===== src/rtl/sweep_counter_pkg.sv =====
// -----------------------------------------------------------------------------
// sweep_pkg
// Shared encodings for the sweep_counter block and its sub-modules.
//   MODE_*  : run-time sweep mode encodings (value of the 2-bit mode input)
//   state_t : sequencer states ST_IDLE / ST_UP / ST_DOWN
// -----------------------------------------------------------------------------
package sweep_pkg;

    localparam logic [1:0] MODE_UP       = 2'd0;  // one-shot up
    localparam logic [1:0] MODE_UPDN     = 2'd1;  // up, then down, then stop
    localparam logic [1:0] MODE_PINGPONG = 2'd2;  // bounce until stopped
    localparam logic [1:0] MODE_DN       = 2'd3;  // one-shot down

    typedef enum logic [1:0] {
        ST_IDLE = 2'd0,
        ST_UP   = 2'd1,
        ST_DOWN = 2'd2
    } state_t;

endpackage : sweep_pkg


===== src/rtl/sweep_counter_tick_prescaler.sv =====
// -----------------------------------------------------------------------------
// tick_prescaler
// Free-running modulo-TICK_DIVIDE counter that produces the step strobe for
// the sweep sequencer.
//   clock : rising-edge clock
//   reset : asynchronous active-high reset (count -> 0)
//   clear : synchronous clear, restarts the count at 0 on the next edge
//   tick  : high during the last cycle of each TICK_DIVIDE-cycle period
// With TICK_DIVIDE = 1 the count never leaves 0 and tick is constantly high.
// -----------------------------------------------------------------------------
module tick_prescaler #(
    parameter int TICK_DIVIDE = 1
) (
    input  logic clock,
    input  logic reset,
    input  logic clear,
    output logic tick
);

    localparam int              CW   = (TICK_DIVIDE > 1) ? $clog2(TICK_DIVIDE) : 1;
    localparam logic [CW-1:0]   LAST = CW'(TICK_DIVIDE - 1);

    logic [CW-1:0] count_q;
    logic [CW-1:0] count_d;

    always_comb begin
        count_d = count_q;
        if (clear || (count_q == LAST)) begin
            count_d = '0;
        end else begin
            count_d = count_q + 1'b1;
        end
    end

    always_ff @(posedge clock or posedge reset) begin
        if (reset) begin
            count_q <= '0;
        end else begin
            count_q <= count_d;
        end
    end

    assign tick = (count_q == LAST);

endmodule : tick_prescaler


===== src/rtl/sweep_counter.sv =====
// -----------------------------------------------------------------------------
// sweep_counter
// Up/down sweep sequencer. Steps `value` between LOW_VALUE and HIGH_VALUE at
// a rate of one step per TICK_DIVIDE clocks, in one of four modes selected on
// start (one-shot up, up-then-down, ping-pong, one-shot down).
//
// Ports:
//   clock      : rising-edge clock
//   reset      : asynchronous active-high reset
//   start      : level request, only acted on while idle (and stop low)
//   stop       : abort back to idle, no done pulse; beats tick and start
//   mode[1:0]  : sweep mode, latched when a start is accepted
//   enabled    : high while sweeping
//   direction  : 1 = counting up, 0 = counting down
//   done       : one-cycle pulse when a one-shot sweep completes
//   value      : current count, 0 whenever not enabled
//   pass_count : (SWEEP_PASS_COUNT_EN only) number of bound turnarounds
//                since the last accepted start, wraps at 255
//
// Optional feature macro: SWEEP_PASS_COUNT_EN adds the pass_count output.
// -----------------------------------------------------------------------------
module sweep_counter
    import sweep_pkg::*;
#(
    parameter int                      COUNTER_SIZE = 4,
    parameter logic [COUNTER_SIZE-1:0] LOW_VALUE    = 4'd1,
    parameter logic [COUNTER_SIZE-1:0] HIGH_VALUE   = 4'd15,
    parameter logic [COUNTER_SIZE-1:0] STEP_VALUE   = 4'd1,
    parameter int                      TICK_DIVIDE  = 1
) (
    input  logic                    clock,
    input  logic                    reset,
    input  logic                    start,
    input  logic                    stop,
    input  logic [1:0]              mode,
    output logic                    enabled,
    output logic                    direction,
    output logic                    done,
    output logic [COUNTER_SIZE-1:0] value
`ifdef SWEEP_PASS_COUNT_EN
    ,
    output logic [7:0]              pass_count
`endif
);

    localparam int CS = COUNTER_SIZE;

    // Turnaround targets are constants: the bound is never repeated, the
    // first value after a turnaround is one step back inside the range.
    localparam logic [CS:0]   HI_LESS_STEP  = {1'b0, HIGH_VALUE} - {1'b0, STEP_VALUE};
    localparam logic [CS:0]   LO_PLUS_STEP  = {1'b0, LOW_VALUE} + {1'b0, STEP_VALUE};
    localparam logic [CS-1:0] TURN_DN_VALUE =
        (HI_LESS_STEP[CS] || (HI_LESS_STEP[CS-1:0] < LOW_VALUE)) ? LOW_VALUE
                                                                 : HI_LESS_STEP[CS-1:0];
    localparam logic [CS-1:0] TURN_UP_VALUE =
        (LO_PLUS_STEP > {1'b0, HIGH_VALUE}) ? HIGH_VALUE : LO_PLUS_STEP[CS-1:0];

    state_t        state_q,   state_d;
    logic [1:0]    mode_q,    mode_d;
    logic [CS-1:0] value_q,   value_d;
    logic          dir_q,     dir_d;
    logic          enabled_q, enabled_d;
    logic          done_q,    done_d;
`ifdef SWEEP_PASS_COUNT_EN
    logic [7:0]    pass_q,    pass_d;
`endif

    logic          tick;
    logic          presc_clear;
    logic [CS:0]   up_sum;
    logic [CS:0]   dn_diff;
    logic [CS-1:0] up_sat;
    logic [CS-1:0] dn_sat;
    logic          start_ok;

    // The prescaler is held at 0 while idle, so the first value of a sweep
    // gets a full TICK_DIVIDE period; stop restarts it at 0 as well.
    assign presc_clear = (state_q == ST_IDLE) || stop;

    tick_prescaler #(
        .TICK_DIVIDE (TICK_DIVIDE)
    ) u_prescaler (
        .clock (clock),
        .reset (reset),
        .clear (presc_clear),
        .tick  (tick)
    );

    // Saturating step in one extra bit so the sum never wraps and the
    // difference never underflows before being clamped to the bounds.
    assign up_sum  = {1'b0, value_q} + {1'b0, STEP_VALUE};
    assign dn_diff = {1'b0, value_q} - {1'b0, STEP_VALUE};
    assign up_sat  = (up_sum > {1'b0, HIGH_VALUE}) ? HIGH_VALUE : up_sum[CS-1:0];
    assign dn_sat  = (dn_diff[CS] || (dn_diff[CS-1:0] < LOW_VALUE)) ? LOW_VALUE
                                                                    : dn_diff[CS-1:0];

    assign start_ok = start && !stop;

    always_comb begin
        state_d   = state_q;
        mode_d    = mode_q;
        value_d   = value_q;
        dir_d     = dir_q;
        enabled_d = enabled_q;
        done_d    = 1'b0;
`ifdef SWEEP_PASS_COUNT_EN
        pass_d    = pass_q;
`endif

        case (state_q)
            ST_IDLE: begin
                if (start_ok) begin
                    mode_d    = mode;
                    enabled_d = 1'b1;
`ifdef SWEEP_PASS_COUNT_EN
                    pass_d    = 8'd0;
`endif
                    if (mode == MODE_DN) begin
                        state_d = ST_DOWN;
                        value_d = HIGH_VALUE;
                        dir_d   = 1'b0;
                    end else begin
                        state_d = ST_UP;
                        value_d = LOW_VALUE;
                        dir_d   = 1'b1;
                    end
                end
            end

            ST_UP: begin
                if (stop) begin
                    state_d   = ST_IDLE;
                    value_d   = '0;
                    dir_d     = 1'b1;
                    enabled_d = 1'b0;
                end else if (tick) begin
                    if (value_q != HIGH_VALUE) begin
                        value_d = up_sat;
                    end else if ((mode_q == MODE_UPDN) || (mode_q == MODE_PINGPONG)) begin
                        state_d = ST_DOWN;
                        value_d = TURN_DN_VALUE;
                        dir_d   = 1'b0;
`ifdef SWEEP_PASS_COUNT_EN
                        pass_d  = pass_q + 8'd1;
`endif
                    end else begin
                        state_d   = ST_IDLE;
                        value_d   = '0;
                        dir_d     = 1'b1;
                        enabled_d = 1'b0;
                        done_d    = 1'b1;
                    end
                end
            end

            ST_DOWN: begin
                if (stop) begin
                    state_d   = ST_IDLE;
                    value_d   = '0;
                    dir_d     = 1'b1;
                    enabled_d = 1'b0;
                end else if (tick) begin
                    if (value_q != LOW_VALUE) begin
                        value_d = dn_sat;
                    end else if (mode_q == MODE_PINGPONG) begin
                        state_d = ST_UP;
                        value_d = TURN_UP_VALUE;
                        dir_d   = 1'b1;
`ifdef SWEEP_PASS_COUNT_EN
                        pass_d  = pass_q + 8'd1;
`endif
                    end else begin
                        state_d   = ST_IDLE;
                        value_d   = '0;
                        dir_d     = 1'b1;
                        enabled_d = 1'b0;
                        done_d    = 1'b1;
                    end
                end
            end

            default: begin
                state_d   = ST_IDLE;
                value_d   = '0;
                dir_d     = 1'b1;
                enabled_d = 1'b0;
            end
        endcase
    end

    always_ff @(posedge clock or posedge reset) begin
        if (reset) begin
            state_q   <= ST_IDLE;
            mode_q    <= MODE_UP;
            value_q   <= '0;
            dir_q     <= 1'b1;
            enabled_q <= 1'b0;
            done_q    <= 1'b0;
`ifdef SWEEP_PASS_COUNT_EN
            pass_q    <= 8'd0;
`endif
        end else begin
            state_q   <= state_d;
            mode_q    <= mode_d;
            value_q   <= value_d;
            dir_q     <= dir_d;
            enabled_q <= enabled_d;
            done_q    <= done_d;
`ifdef SWEEP_PASS_COUNT_EN
            pass_q    <= pass_d;
`endif
        end
    end

    assign enabled   = enabled_q;
    assign direction = dir_q;
    assign done      = done_q;
    assign value     = value_q;
`ifdef SWEEP_PASS_COUNT_EN
    assign pass_count = pass_q;
`endif

endmodule : sweep_counter


===== config.mk =====
export PLATFORM = sky130hd
export DESIGN_NAME = sweep_counter
export DESIGN_NICKNAME = d
export VERILOG_FILES = /design/src/rtl/sweep_counter_pkg.sv /design/src/rtl/sweep_counter_tick_prescaler.sv /design/src/rtl/sweep_counter.sv
export SDC_FILE = /design/constraint.sdc
export NUM_CORES = 1
export LEC_CHECK = 0
export CORE_UTILIZATION = 55
export CTS_BUF_LIST = sky130_fd_sc_hd__clkbuf_4 sky130_fd_sc_hd__clkbuf_8
export DETAILED_ROUTE_END_ITERATION = 8
export GPL_TIMING_DRIVEN = 1
export PLACE_DENSITY = 0.8
export SLEW_MARGIN = 0
export SYNTH_ARGS = -nofsm -noshare
export SYNTH_HDL_FRONTEND = slang
export SYNTH_SLANG_ARGS = --single-unit

===== constraint.sdc =====
create_clock -name clock -period 5.91 [get_ports clock]
set_input_delay 1.182 -clock clock [delete_from_list [all_inputs] [get_ports clock]]
set_output_delay 1.182 -clock clock [all_outputs]
set_load 0.02 [all_outputs]

==> summary.txt, run 1 <==
Floorplanning
  – Core Region: 1540 µm²
  – # IOs: 13
  – DIE AREA: 1850 µm²
  – FP Rows: 14
  – Die H: 43.0 µm
  – Initial Util: 60.1%
  – Chip width: 43.0 µm

Yosys
  – Syn nets: 117
  – Synth Area per Inst: 9.08 µm²
  – Synth top area share: 29.7%
  – Synth top area cells: dfrtp_1 (30%), ha_1 (12%), mux2_1 (6.1%)
  – Most area-hungry cell type in the Yosys netlist: dfrtp_1
  – Post-synth EDFFs: 0
  – Mapped Cells: 102
  – Part of the Yosys area used for sequential elements: 32.6%
  – Top cells by count, synth: nand2_1 (13), dfrtp_1 (11), ha_1 (9), inv_1 (9), nor2_1 (9)
  – Post-synthesis register bit count: 12
  – Ys async rst share: 100%
  – Synth warn: 0
  – Most common cell in the netlist: nand2_1
  – Distinct cell type count after synthesis: 38
  – Ys flop type: dfrtp_1
  – Cell Area, Synth: 926 µm²

CTS
  – CTS tree: done
  – CTS root buf: clkbuf_4
  – Sink Count: 12
  – H-tree depth: 1
  – Worst skew pair latency: 0.27 ns
  – CTS resizes: 0
  – Hold Buf Count CTS: 0
  – CTS Buf Count: 3
  – Post-CTS setup buffers: 0
  – Clock buffer depth: 2
  – Worst-path clk slew: 0.07 ns

Cells and area
  – Fillers: 128
  – Ant diodes: 0
  – Area growth from synthesis to layout: 16.9%
  – Layout Nets: 131
  – Layout cells sized above 1: 7.83%
  – Finished layout cell area: 1080 µm²
  – Finished Core Util: 70.2%

Routing
  – Via/cell ratio: 6.07
  – Via Count: 795
  – Initial DRC count: 21
  – Avg WL per Cell: 14.8 µm
  – Drt total wl: 1940 µm
  – DRT Pass-1 Iters: 4
  – Routed Antenna Nets: 0
  – Drt drc: 0

Worst setup path
  – CP delay by family, top: buffers and inverters
  – Slowest-stage cell, CP: clkdlybuf4s50_1
  – Max incr delay on CP: 0.68 ns
  – CP cell instances: clkdlybuf4s50_1
  – Startpoint types: flip-flop
  – WP data required: 4.73 ns
  – Max FO, Critical Path: 12
  – Kind of end point of the critical path: primary output
  – Critical path arrival: 1.54 ns
  – WP buf/inv: 1
  – Critical path class: reg2out

Placed design
  – Post-DP HPWL: 1470 µm
  – Gpl congestion: 0.864
  – Placed cell areas: 1050 µm²
  – IO Port Bufs: 12

Global route
  – Largest net degree at the start of global routing: 14
  – First-pass GRT wire length: 3190 µm
  – Antenna violations before repair: 0
  – Vias in the first global route: 681
  – Grt total ovfl: 0
  – Global Route Usage Sum: 23.8%

Power and ir drop
  – VDD IR max: 0.339 mV
  – Overall power: 0.575 mW
  – Pwr Density: 531 nW/µm²
  – Leak Pwr: 0.498 nW

Timing
  – Post-route setup TNS: 0 ns
  – Max-slew headroom: 63.3%
  – Actual slew at the worst max-slew pin: 0.551 ns
  – Final worst path period share: 46.0%
  – Minimum clock period: 2.72 ns
  – Setup Skew: 0.00223 ns
  – Fin. max-slew vios: 0
  – # setup viols final: 0
  – Hold_ws: 0.491 ns
  – Highest achievable clock rate: 0.368 GHz
  – Final hold vios: 0
  – RSZ-0062 raised after global routing: false

Hold path
  – Min-delay worst type: reg2reg

Status
  – Status: complete, no violations

Run
  – Max cap viols: 0
kinds of logic (layout without fill, tap and decap cells):
kind of cell / Yosys count / in the layout / share of synthesized area [%]
buf+inv: 12 / 25 / 5.81
flops: 12 / 12 / 32.6
compound gates: 20 / 20 / 16.8
simple gates: 40 / 40 / 22.4
mux: 8 / 8 / 9.86
other cells: 1 / 1 / 0.405
fa+ha+maj: 9 / 9 / 12.2
layout make-up:
class,instances,area (µm²),area share [%]
timing repair buffer,12,120,11.1
clock buffer,4,36.3,3.35
tap,16,20.0,1.85
sequential,12,302,27.9
multi-input combinational,78,571,52.7
inverter,9,33.8,3.12
cell usage in the layout, fill, tap and decap left out, types with 2 or more instances in the layout:
master / netlist / final
mux2_1: 5 / 5
a22o_1: 3 / 3
and3_1: 2 / 2
a21oi_1: 3 / 3
nand3b_1: 2 / 2
nand3_1: 2 / 2
o21ai_1: 2 / 2
o21ai_0: 2 / 2
ha_1: 9 / 9
mux2i_1: 2 / 2
nor2_1: 9 / 9
clkdlybuf4s50_1: 0 / 12
clkbuf_4: 0 / 3
nand2_1: 13 / 13
nor2b_1: 2 / 2
a41oi_1: 2 / 2
dfrtp_1: 11 / 11
inv_1: 9 / 9
nand2b_1: 3 / 3
report_power, final:
| part | internal, mW | switching [mW] |
|---|---|---|
| Combinational | 0.162 | 0.181 |
| Clock | 0.0375 | 0.0281 |
| Sequential | 0.116 | 0.0503 |
| Total | 0.316 | 0.259 |
sequential cells by signal, indices dropped and copies added (netlist names):
name / cells
direction: 1
done: 1
enabled: 1
mode_q: 2
state_q: 2
u_prescaler.count_q: 1
value: 4
metal layers:
metal	vias to the layer above	global-route usage (%)	share of wire, %
met5	-	0	0
met3	2	7.66	4.8
met2	25	31.2	44
met4	0	9.09	0.88
li1	385	-	-
met1	383	35.8	50
worst paths after layout:
| path | from | end | slack, ns | cells past startpoint |
|---|---|---|---|---|
| max reg2reg | value[0] | state_q[0] | 3.72 | 6 |
| max in group asynchronous | reset | direction | 4.36 | 2 |
| max | value[0] | value[0] | 3.19 | 1 |
| min reg2reg | enabled | enabled | 0.49 | 1 |
| min in group asynchronous | reset | value[1] | 1.21 | 2 |
| min | enabled | enabled | 0.49 | 1 |
through the flow:
stage,instances,setup slack (ns)
6_report,131,3.19
4_1_cts,131,3.19
3_5_place_dp,127,2.96
5_1_grt,131,3.12
2_1_floorplan,102,3.61
3_3_place_gp,127,3.03
Power figures use the tool's default switching activity.
==> inputs of run 2 (changes only) <==
--- a/config.mk
+++ b/config.mk
@@ -5,11 +5,11 @@
 export SDC_FILE = /design/constraint.sdc
 export NUM_CORES = 1
 export LEC_CHECK = 0
-export CORE_UTILIZATION = 55
+export CORE_UTILIZATION = 50
 export CTS_BUF_LIST = sky130_fd_sc_hd__clkbuf_4 sky130_fd_sc_hd__clkbuf_8
 export DETAILED_ROUTE_END_ITERATION = 8
 export GPL_TIMING_DRIVEN = 1
-export PLACE_DENSITY = 0.8
+export PLACE_DENSITY = 0.77
 export SLEW_MARGIN = 0
 export SYNTH_ARGS = -nofsm -noshare
 export SYNTH_HDL_FRONTEND = slang
==> constraint.sdc (replaced) <==
create_clock -name clock -period 2.2 [get_ports clock]
set_input_delay 0.44 -clock clock [delete_from_list [all_inputs] [get_ports clock]]
set_output_delay 0.44 -clock clock [all_outputs]
set_load 0.02 [all_outputs]
==> summary.txt, run 2 (synthesis gave the netlist of run 1 again) <==
Timing
  – Minimum clock period: 2.03 ns
  – Final hold vios: 0
  – Post-route setup TNS: 0 ns
  – Highest achievable clock rate: 0.494 GHz
  – # setup viols final: 0
  – RSZ-0062 raised after global routing: false
  – Setup Skew: 0.00516 ns
  – Final worst path period share: 92.1%
  – Fin. max-slew vios: 0

Floorplanning
  – Initial Util: 53.6%
  – Chip width: 45.0 µm
  – DIE AREA: 2030 µm²
  – # IOs: 13
  – FP Rows: 15
  – Die H: 45.0 µm
  – Core Region: 1730 µm²

CTS
  – CTS tree: done
  – H-tree depth: 1
  – Hold Buf Count CTS: 0
  – Worst skew pair latency: 0.29 ns
  – Worst-path clk slew: 0.08 ns
  – CTS resizes: 0
  – Sink Count: 12
  – CTS Buf Count: 3
  – Clock buffer depth: 2
  – Post-CTS setup buffers: 0
  – CTS root buf: clkbuf_4

Cells and area
  – Area growth from synthesis to layout: 22.2%
  – Leading cell type in the layout, fill and taps excluded: nand2_1
  – FF+latch area: 302 µm²
  – Layout Nets: 136
  – Most frequent cells in the layout: nand2_1 (13), clkdlybuf4s50_1 (12), dfrtp_1 (11)
  – Max reg flops: 4
  – Fillers: 153
  – Multi-input logic area: 571 µm²
  – Ant diodes: 0
  – Layout cells sized above 1: 11.7%

Worst setup path
  – Startpoint types: flip-flop
  – Critical path arrival: 2.19 ns
  – Critical path class: reg2reg
  – Max FO, Critical Path: 7
  – Kind of end point of the critical path: flip-flop
  – Crit path launch: value[0]
  – RR Startpoint: value[0]
  – WP data required: 2.37 ns

Global route
  – Grt total ovfl: 0
  – Vias in the first global route: 724
  – Antenna violations before repair: 0
  – First-pass GRT wire length: 3030 µm
  – Global Route Usage Sum: 21.0%
  – Largest net degree at the start of global routing: 13

Routing
  – Avg WL per Cell: 13.0 µm
  – DRT Pass-1 Iters: 4
  – Routed Antenna Nets: 0
  – Via/cell ratio: 5.63
  – Drt total wl: 1880 µm
  – Via Count: 817
  – Drt drc: 0
  – Initial DRC count: 21

Placed design
  – Gpl congestion: 0.854
  – Post-DP HPWL: 1430 µm
  – IO Port Bufs: 12

Hold path
  – Min-delay worst type: in2async

Power and ir drop
  – Leak Pwr: 0.524 nW
  – Pwr Density: 1410 nW/µm²
  – Overall power: 1.59 mW
  – VDD IR max: 0.779 mV

Run
  – Max cap viols: 0

Status
  – Status: complete, no violations
run 2: changes by cell type in the layout (fill, tap and decap cells not counted):
cell   before  now
buf_4       0    5
run 2: layer usage:
metal  GRT usage [%]  vias to the layer above  wire length, µm
met2            33.6                       22              902
met4            12.7                        0               45
li1                -                      395                -
met3            3.20                        7               62
met5               0                        -                0
met1            26.6                      393              873
run 2: layout make-up:
cell class / count / area share (%)
flip-flops and latches: 12 / 26.7
inverters: 9 / 2.99
clock buffers: 4 / 3.21
well taps: 25 / 2.77
multi-input cells: 78 / 50.4
repair buffers: 17 / 13.9
run 2: through the flow:
stage / worst slack, ns / instance area [µm²] / util [%] / hold slack, ns / instances
2_1_floorplan: 0.192 / 926 / - / 0.304 / 102
3_3_place_gp: 0.0849 / 1090 / 63.4 / 0.471 / 141
3_5_place_dp: 0.0198 / 1090 / 63.4 / 0.480 / 141
4_1_cts: 0.167 / 1130 / 65.5 / 0.464 / 145
5_1_grt: 0.0680 / 1130 / 65.5 / 0.530 / 145
6_report: 0.174 / 1130 / 65.5 / 0.447 / 145
run 2: critical path, cell delays in order, from the launching register on:
cell and delay (ns):
dfrtp_1 0.47, ha_1 0.21, or3b_1 0.43, nand2_1 0.14, o21ai_1 0.09, nor2_1 0.23, mux2_1 0.35
run 2: power by group:
group / internal (mW) / total [mW] / switching, mW
clock: 0.101 / 0.183 / 0.0823
sequential: 0.314 / 0.379 / 0.0651
combinational: 0.484 / 1.03 / 0.547
run 2: path summary, 6_finish.rpt:
check | to | slack (ns) | cells past startpoint
worst max-delay path | state_q[0] | 0.17 | 6
worst min-delay path | mode_q[1] | 0.45 | 2
worst max register to register | state_q[0] | 0.17 | 6
worst min register to register | enabled | 0.49 | 1
max in group asynchronous | direction | 1.41 | 2
min in group clock | enabled | 0.49 | 1
